--- src/rtl/stopwatch_ctrl.sv ---
// Stopwatch control: debounced buttons, count-tick prescaler and run/pause/lap/done FSM
// driving an external 4-digit BCD counter.
module stopwatch_ctrl #(
  parameter int TICK_DIV  = 1000000,
  parameter int DB_CYCLES = 1000000
) (
  input  logic       clk,
  input  logic       rst_n,
  input  logic       btn_start,
  input  logic       btn_stop,
  input  logic       btn_clear,
  input  logic       btn_lap,
  input  logic       cnt_full,
  output logic       cnt_en,
  output logic       cnt_clr,
  output logic       hold,
  output logic       run_led,
  output logic       ovf,
  output logic [2:0] state
);

  localparam int CW = (DB_CYCLES > 1) ? $clog2(DB_CYCLES) : 1;
  localparam int PW = $clog2(TICK_DIV);

  typedef enum logic [2:0] {
    S_IDLE  = 3'd0,
    S_RUN   = 3'd1,
    S_PAUSE = 3'd2,
    S_LAP   = 3'd3,
    S_DONE  = 3'd4
  } state_t;

  state_t         state_r, state_n;
  logic [3:0]     btn_raw;
  logic [3:0]     sync_p0, sync_p1;
  logic [3:0]     db_lvl, db_lvl_d;
  logic [CW-1:0]  db_cnt [4];
  logic [3:0]     press;
  logic [PW-1:0]  presc;
  logic           run_like, tick;
  logic           ev_clear, win_stop, win_start, win_lap;

  // bit order: 0 start, 1 stop, 2 clear, 3 lap
  assign btn_raw = {btn_lap, btn_clear, btn_stop, btn_start};

  // stage p0/p1: two-flop synchronizer, then per-button debounce counter
  always_ff @(posedge clk or negedge rst_n) begin
    if (!rst_n) begin
      sync_p0  <= '0;
      sync_p1  <= '0;
      db_lvl   <= '0;
      db_lvl_d <= '0;
      for (int i = 0; i < 4; i++) db_cnt[i] <= '0;
    end else begin
      sync_p0  <= btn_raw;
      sync_p1  <= sync_p0;
      db_lvl_d <= db_lvl;
      for (int i = 0; i < 4; i++) begin
        if (sync_p1[i] == db_lvl[i]) begin
          db_cnt[i] <= '0;
        end else if (db_cnt[i] == CW'(DB_CYCLES - 1)) begin
          db_lvl[i] <= sync_p1[i];
          db_cnt[i] <= '0;
        end else begin
          db_cnt[i] <= db_cnt[i] + CW'(1);
        end
      end
    end
  end

  assign press = db_lvl & ~db_lvl_d;

  // only the highest-priority event of a cycle is acted on: clear > stop > start > lap
  assign ev_clear  = press[2];
  assign win_stop  = press[1] & ~ev_clear;
  assign win_start = press[0] & ~press[1] & ~ev_clear;
  assign win_lap   = press[3] & ~press[0] & ~press[1] & ~ev_clear;

  assign run_like = (state_r == S_RUN) || (state_r == S_LAP);
  assign tick     = run_like && (presc == PW'(TICK_DIV - 1));

  always_comb begin
    state_n = state_r;
    if (ev_clear) begin
      state_n = S_IDLE;
    end else if (tick && cnt_full) begin
      state_n = S_DONE;
    end else begin
      unique case (state_r)
        S_IDLE:  if (win_start) state_n = S_RUN;
        S_RUN: begin
          if (win_stop)     state_n = S_PAUSE;
          else if (win_lap) state_n = S_LAP;
        end
        S_PAUSE: if (win_start) state_n = S_RUN;
        S_LAP: begin
          if (win_stop)     state_n = S_PAUSE;
          else if (win_lap) state_n = S_RUN;
        end
        S_DONE:  state_n = S_DONE;
        default: state_n = S_IDLE;
      endcase
    end
  end

  // stage p2: state, prescaler and registered outputs
  always_ff @(posedge clk or negedge rst_n) begin
    if (!rst_n) begin
      state_r <= S_IDLE;
      presc   <= '0;
      cnt_en  <= 1'b0;
      cnt_clr <= 1'b0;
      hold    <= 1'b0;
      run_led <= 1'b0;
      ovf     <= 1'b0;
    end else begin
      state_r <= state_n;
      if (state_n == S_IDLE)
        presc <= '0;
      else if (tick)
        presc <= '0;
      else if (run_like)
        presc <= presc + PW'(1);
      cnt_en  <= tick & ~cnt_full & ~ev_clear;
      cnt_clr <= ev_clear;
      hold    <= (state_n == S_LAP);
      run_led <= (state_n == S_RUN) || (state_n == S_LAP);
      ovf     <= (state_n == S_DONE);
    end
  end

  assign state = state_r;

endmodule
--- config.mk ---
export PLATFORM = sky130hd
export DESIGN_NAME = stopwatch_ctrl
export DESIGN_NICKNAME = d
export VERILOG_FILES = /design/src/rtl/stopwatch_ctrl.sv
export SDC_FILE = /design/constraint.sdc
export NUM_CORES = 1
export LEC_CHECK = 0
export BUFFER_PORTS_ARGS = -buffer_cell sky130_fd_sc_hd__buf_2
export CORE_MARGIN = 1.5
export CORE_UTILIZATION = 50
export CTS_CLUSTER_DIAMETER = 150
export DETAILED_ROUTE_END_ITERATION = 7
export GPL_ROUTABILITY_DRIVEN = 0
export GPL_TIMING_DRIVEN = 0
export PLACE_DENSITY = 0.66
export SETUP_SLACK_MARGIN = 0.05
export SLEW_MARGIN = 20
export SYNTH_ARGS = -nofsm -noshare
export SYNTH_HDL_FRONTEND = slang
export SYNTH_SLANG_ARGS = --single-unit
--- constraint.sdc ---
create_clock -name clk -period 3.2 [get_ports clk]
set_input_delay 0.64 -clock clk [delete_from_list [all_inputs] [get_ports clk]]
set_output_delay 0.64 -clock clk [all_outputs]
set_load 0.05 [all_outputs]
# == Word level (Yosys, flattened, before mapping) ==
# Index checks and enable logic that the tools add are counted.
# classes
add_sub_neg,5
mul,0
div_mod_pow,0
magnitude_cmp,0
n_eq_ne,16
n_shift,0
muxes,19
bitwise,18
n_reduce_logical,12
# op_table
op,count
two-way mux 20 bit,11
"adder 20 x 1 -> 20 bit, second input constant",5
"equality test 20 bit, second input constant",5
two-way mux 3 bit,7
case mux 3 bit (4 select lines),1
"equality test 3 x 2 -> 1 bit, second input constant",3
bitwise AND 1 bit,8
NOT 1 bit,8
AND reduction 2 bit,4
"equality test 3 x 1 -> 1 bit, second input constant",2
"equality test 3 bit, second input constant",2
zero test 3 bit,2
bitwise AND 4 bit,1
equality test 1 bit,4
NOT 4 bit,1
nonzero test 3 bit,1
logical AND 1 bit,2
logical OR 1 bit,2
OR reduction 2 bit,1
# word_totals
regBits,124
latch_bits,0
mem_bits_rw,0
rom_bits,0
inputBits,7
output_inout_bits,8
elab_cells,88
n_memories,0

# == Longest topological paths before layout ==
# Gate-level depths: netlist of the first run.
# depth
word_depth,13
depth_mapped,8
mapped_depth_nobuf,6

# == Worst setup path before layout of the first run ==
# No wires, ideal clock.
# synth_path
path_type,reg2reg
startpoint,"register state_r[2], in the netlist state[2]"
endpoint,register presc[18]
setup_ns,0.087
t_arrival_ns,2.085
t_required_ns,3.113
setup_slack_ns,1.028
path_stages_with_launch,8
n_path_buf,2
cell_sequence,dfrtp_1 -> buf_6 -> nand2b_4 -> or4_4 -> buf_6 -> nor4_4 -> xnor2_1 -> a211oi_2
# synth_between
elab_chain_len,8
word_cells_on_any_way,21
# synth_lines
element,line,rtl
start: declaration,33,"state_t state_r, state_n;"
start signal: assignment,117,state_r <= state_n;
branches (longest 8 deep; another with case mux 3 bit (4 select lines)),n/a,
end signal: assignment,123,presc <= presc + PW'(1);
end: declaration,39,logic [PW-1:0] presc;
# Parallel ways; which one is timed is not known.
# A chain may end at the register's enable or synchronous reset.

# == Final worst setup path of the first run ==
# layout_path
startpoint,register db_cnt[0] (netlist bit)
endpoint,register db_cnt[16] (netlist bit)
# layout_between
elab_chain_len,3
word_cells_on_any_way,4
# layout_lines
element,line,rtl
start: declaration,37,logic [CW-1:0] db_cnt [4];
start signal: indexed assignment,65,db_cnt[i] <= db_cnt[i] + CW'(1);
adder 20 x 1 -> 20 bit / equality test 20 bit (equally long branches),"65, 61",
two-way mux 20 bit *,61,end else if (db_cnt[i] == CW'(DB_CYCLES - 1)) begin
two-way mux 20 bit *,59,if (sync_p1[i] == db_lvl[i]) begin
# Mark *: on every way between the ends. The rest lies on a longest branch, timed or not.

==> results of run 1 <==
[cells in the final DEF (no fill, tap or decap), types with 6 or more instances in the layout]
master	n
a21oi_1	14
nor4_1	15
nand4_1	20
clkinv_4	6
xnor2_1	42
inv_1	13
and3_1	11
nand2_1	35
clkbuf_1	8
buf_2	17
dfrtp_1	124
xor2_1	49
nor3_1	17
nor2_1	102
clkbuf_16	17
nand3_1	46
a211oi_1	6
[cell families after synthesis]
kind of cell | after synthesis | share of synthesized area [%]
buffers and inverters | 28 | 2.15
AOI/OAI and AO/OA | 33 | 3.78
and+or+nand+nor | 287 | 25.0
xor gates and xnor gates | 91 | 13.7
DFF | 124 | 53.2
muxes | 6 | 1.14
adders and majority gates | 5 | 1.07
[registers in the layout (all words and copies together), names as in the netlist, 3 cells and up]
name      count
state         3
sync_p0       4
sync_p1       4
db_lvl_d      4
db_cnt       80
presc        20
db_lvl        4
[routing by layer]
| metal | vias up | global-route usage, % |
|---|---|---|
| li1 | 2043 | - |
| met1 | 2018 | 25.3 |
| met2 | 62 | 29.5 |
| met3 | 9 | 4.48 |
| met4 | 0 | 7.85 |
| met5 | - | 0 |
[through the flow]
stage / utilization, % / hold WS (ns) / area, um^2 / total power [mW] / std cells
final: 58.5 / 0.142 / 6690 / 3.49 / 764
after global routing: 58.5 / 0.163 / 6690 / 3.62 / 764
after CTS: 58.5 / 0.144 / 6690 / 3.54 / 764
after detailed placement: 53.6 / 0.335 / 6120 / 1.72 / 732
after global placement: 53.3 / 0.336 / 6080 / 1.71 / 731
after floorplan: - / 0.331 / 5830 / 1.67 / 574
[final timing paths]
| kind | to | slack, ns | cells past startpoint |
|---|---|---|---|
| worst min-delay path | db_cnt[11] | 0.14 | 1 |
| min in group clk | sync_p0[3] | 0.33 | 1 |
| worst min register to register | sync_p1[2] | 0.35 | 0 |
| worst max-delay path | db_cnt[16] | 0.90 | 8 |
| max in group asynchronous | presc[15] | 2.34 | 2 |
| worst max register to register | db_cnt[16] | 0.90 | 8 |
[power by group through the flow]
stage	clock network, mW	logic, mW	registers (mW)
floorplan	0	0.0390	1.63
global placement	0	0.0824	1.63
detailed placement	0	0.0895	1.63
CTS	1.84	0.0900	1.60
global route	1.91	0.102	1.60
finish	1.80	0.0857	1.60
[cell type report]
class	count	area, um^2
multi-input combinational	422	2610
clock buffer	17	425
buffer	15	76.3
tap	143	179
inverter	13	48.8
fill	945	4730
clock inverter	15	144
timing repair buffer	15	104
sequential	124	3100
[worst register-to-register path, cell delays in order (launching register included)]
cell and delay, ns:
dfrtp_1 0.39, ha_1 0.24, and4_1 0.30, nand2_1 0.10, nor3_1 0.30, or2_2 0.16
buf_2 0.20, buf_1 0.38, nor2_1 0.10
==> out/qor.yml, run 1 <==
min_path:
  min_path_type: "input pin to asynchronous set/reset pin"
final_layout:
  drive_gt1_share_pct: 11.4
  layout.nets: 620
  diodes: 0
  syn_to_final_growth_pct: 14.6
clocking:
  post_cts_buffers: 0
  cts_hold_buf: 0
  cts_max_path_buffers: 2
  clk_pin_slew_ns: 0.06
  clkLatencyLatePin_ns: 0.42
  post_cts_resized: 0
  root_buffer: "clkbuf_16"
  cts.sinks: 124
  cts_tree: "built"
  htree_levels: 4
  numCtsBuffers: 17
grt:
  grt_first_pass_wirelength_mm: 19.0
  overflow: 0
  antenna_found_initial: 0
  grt_max_degree: 83
  grtUsageTotal_pct: 18.8
  grt_pass1_vias: 4144
yosys:
  synth_area_leaders: "dfrtp_1 (53%), xor2_1 (7.4%), nor2_1 (6.6%), xnor2_1 (6.3%), nand3_1 (3.9%)"
  synth.most_common_cell: "dfrtp_1"
  synth-async-reset-ratio_pct: 100
  yosys_most_used_dff: "dfrtp_1"
  synth_edf_count: 0
  synth_area_mm2: 0.00583
  syn-instance-count: 574
  ys_ff_latch: 124
  yosys.cell_types.count: 46
  yosysTopAreaCell: "dfrtp_1"
  netlist.area_leader.share_pct: 53.2
  synth_common_cells: "dfrtp_1 (124), nor2_1 (102), xor2_1 (49), nand3_1 (46), xnor2_1 (42)"
  syn_nets: 586
  yosysWarnings: 0
  yosysSeqAreaShare_pct: 53.2
  avgSynthCellArea_um2: 10.2
sta:
  final.setup.tns_ns: 0
  max_clock_freq_ghz: 0.434
  tightest_slew_ns: 0.816
  min_period_ns: 2.30
  maxSlewHeadroom_pct: 45.1
  finalWorstSetupSlack_ns: 0.897
  finalSetupViolCount: 0
  hold_viol_final: 0
  worst_clock_skew_ns: 0.0110
  rsz0062_at_grt: "no"
  period_share_pct: 72.0
  drv_slew: 0
routing:
  dr_wl_met3_um: 309
  drtIter0Drc: 246
  route.layer.met1.wl_mm: 5.06
  drtPass1Iterations: 4
  highest_layer: "met4"
  ant_nets: 0
  wl_met2_mm: 4.95
  num_vias: 4132
  wirelength_mm: 10.4
  drc: 0
  avgRoutedWirePerCell_um: 13.7
  avgViaCountPerCell: 5.41
worst_setup_path:
  worst_setup_path_end_kind: "flip-flop"
  critPathSlowestCell: "dfrtp_1"
  worstReg2RegStart: "db_cnt[0]"
  cp_top_family: "simple AND/OR/NAND/NOR gates"
  cp_data_required_time_ns: 3.48
  critical_path.cell_chain: "ha_1 -> and4_1 -> nand2_1 -> nor3_1 -> or2_2 -> buf_2 -> buf_1 -> nor2_1"
  crit_path_start_kind: "flip-flop"
  slowest_delay_ns: 0.39
  cp.arrival_ns: 2.59
  critPathMaxFanout: 10
  cp-startpoint: "db_cnt[0]"
  worst-path-buf-inv: 2
  path_class: "flip-flop to flip-flop"
floorplanning:
  ios: 15
  dieHeight_um: 111
  die_area_mm2: 0.0123
  initial_utilization_pct: 51.1
  coreArea_mm2: 0.0114
  fp-row-count: 39
  fp.dieW_um: 111
power:
  power.density_mw_per_mm2: 522
  power_leakage_nw: 2.83
  swShare_pct: 23.0
  peakVddDrop_mv: 0.375
  p_seq_share_pct: 45.9
  switching_power_uw: 804
  p_clk_share_pct: 51.7
  comb_power_share_pct: 2.5
  p_int_mw: 2.69
place:
  numPortBuffers: 14
  pre_cts_ws_ns: 0.884
  dp_hpwl_mm: 6.98
status:
  status: "completed"
run:
  max-cap-violations: 0
No activity file was read; power rests on OpenSTA's default activity.
==> inputs of run 2 (changes only) <==
--- a/config.mk
+++ b/config.mk
@@ -12,7 +12,7 @@
 export DETAILED_ROUTE_END_ITERATION = 7
 export GPL_ROUTABILITY_DRIVEN = 0
 export GPL_TIMING_DRIVEN = 0
-export PLACE_DENSITY = 0.66
+export PLACE_DENSITY = 0.69
 export SETUP_SLACK_MARGIN = 0.05
 export SLEW_MARGIN = 20
 export SYNTH_ARGS = -nofsm -noshare
==> constraint.sdc (replaced) <==
create_clock -name clk -period 2.1 [get_ports clk]
set_input_delay 0.42 -clock clk [delete_from_list [all_inputs] [get_ports clk]]
set_output_delay 0.42 -clock clk [all_outputs]
set_load 0.05 [all_outputs]
==> out/qor.yml, run 2 (synthesized netlist as in run 1, its figures left out) <==
status:
  status: "completed"
power:
  p_int_mw: 4.34
  p_clk_share_pct: 52.7
  power.density_mw_per_mm2: 797
  peakVddDrop_mv: 0.689
  switching_power_mw: 1.11
  power_leakage_nw: 2.91
  swShare_pct: 20.4
  comb_power_share_pct: 2.5
  p_seq_share_pct: 44.8
routing:
  drc: 0
  avgViaCountPerCell: 5.57
  drtPass1Iterations: 4
  num_vias: 4265
  avgRoutedWirePerCell_um: 14.9
  ant_nets: 0
  wirelength_mm: 11.4
  drtIter0Drc: 330
final_layout:
  diodes: 0
  fin_util_pct: 59.9
  layout_commonest_cell: "dfrtp_1"
  regMostFlops: "db_cnt"
  layout.nets: 623
  mostFrequentLayoutCells: "dfrtp_1 (121), nor2_1 (102), xor2_1 (49), nand3_1 (46), xnor2_1 (42)"
  drive_gt1_share_pct: 14.9
  seqCellArea_mm2: 0.00311
  design_area_mm2: 0.00684
  syn_to_final_growth_pct: 17.2
  fillCellCount: 942
  multiInputGateArea_mm2: 0.00270
  largest_register_ffs: 80
  reg_top3: "db_cnt x80, presc x20"
floorplanning:
  dieHeight_um: 111
  coreArea_mm2: 0.0114
  fp-row-count: 39
  die_area_mm2: 0.0123
  fp.dieW_um: 111
  initial_utilization_pct: 51.1
  ios: 15
worst_setup_path:
  crit_path_start_kind: "flip-flop"
  cp.arrival_ns: 2.31
  worst_setup_path_end_kind: "flip-flop"
  slowest_delay_ns: 0.42
  critPathMaxFanout: 5
  critical_path.cell_chain: "nor2b_1 -> nor3_1 -> mux2_2 -> o211ai_1 -> buf_4 -> buf_2 -> a211oi_1"
  path_class: "flip-flop to flip-flop"
  cp_data_required_time_ns: 2.39
  r2r_cells: 7
  critPathSlowestCell: "dfrtp_1"
clocking:
  cts_max_path_buffers: 2
  root_buffer: "clkbuf_16"
  cts_tree: "built"
  cts.sinks: 124
  clkLatencyLatePin_ns: 0.42
  clk_pin_slew_ns: 0.05
  htree_levels: 4
  numCtsBuffers: 17
  cts_hold_buf: 0
place:
  pre_cts_ws_ns: -0.299
  placed_cell_area_mm2: 0.00612
  dp_hpwl_mm: 7.20
  numPortBuffers: 14
grt:
  grt_pass1_vias: 4195
  antenna_found_initial: 0
  grt_first_pass_wirelength_mm: 19.8
  grt_max_degree: 69
  overflow: 0
  grtUsageTotal_pct: 19.9
sta:
  final.setup.tns_ns: 0
  finalWorstSetupSlack_ns: 0.0750
  period_share_pct: 96.4
  min_period_ns: 2.02
  hold_viol_final: 0
  worst_clock_skew_ns: 0.00866
  drv_slew: 0
  finalSetupViolCount: 0
  max_clock_freq_ghz: 0.494
  tightest_slew_ns: 0.672
  maxSlewHeadroom_pct: 54.8
run:
  max-cap-violations: 0
min_path:
  min_path_type: "input pin to asynchronous set/reset pin"
run 2: layout make-up:
class	count	area share, %
buffer	14	1.43
inverter	13	0.714
sequential	124	45.5
clock inverter	8	1.72
timing repair buffer	19	1.92
clock buffer	23	6.70
multi-input combinational	422	39.4
tap	143	2.62
run 2: stage by stage:
stage | total power [mW] | cells | hold slack (ns)
2_1_floorplan | 2.54 | 574 | 0.124
3_3_place_gp | 2.61 | 731 | 0.336
3_5_place_dp | 2.62 | 732 | 0.336
4_1_cts | 5.50 | 763 | 0.0320
5_1_grt | 5.64 | 766 | 0.0645
6_report | 5.45 | 766 | 0.00969
run 2: power groups by stage:
stage	registers [mW]	clock network, mW	logic (mW)
after global placement	2.48	0	0.125
final	2.44	2.87	0.136
after detailed placement	2.48	0	0.136
after global routing	2.45	3.04	0.159
after CTS	2.44	2.92	0.139
after floorplan	2.48	0	0.0594
run 2: routing by layer:
| metal | part of all wire, % | vias to the layer above | GRT usage (%) |
|---|---|---|---|
| met1 | 48 | 2113 | 26.5 |
| met5 | 0 | - | 0 |
| met4 | 2.4 | 0 | 9.20 |
| met2 | 46 | 84 | 30.5 |
| li1 | - | 2038 | - |
| met3 | 3.6 | 30 | 5.41 |
run 2: worst paths after layout:
path / startpoint / to / slack, ns
max in group asynchronous: rst_n / sync_p1[3] / 1.39
max: db_lvl[0] / presc[3] / 0.08
min reg2reg: sync_p0[2] / sync_p1[2] / 0.35
min: rst_n / db_cnt[12] / 0.01
min in group clk: btn_stop / sync_p0[1] / 0.11
max reg2reg: db_lvl[0] / presc[3] / 0.08
run 2: timing repair:
| item | 4_1_cts | 5_1_grt |
|---|---|---|
| pin swaps | 0 | 2 |
| resized for setup | 13 | 25 |
| setup endpoints to repair | 64 | 64 |
| hold endpoints to repair | 0 | 0 |
| setup buffers | 1 | 2 |
| cloned | 0 | 1 |
run 2: critical path, delay by kind of cell (launching register included):
kind,cells,cell delay (ns)
flops,1,0.42
mux,1,0.39
simple gates,2,0.42
buf+inv,2,0.36
compound gates,2,0.30
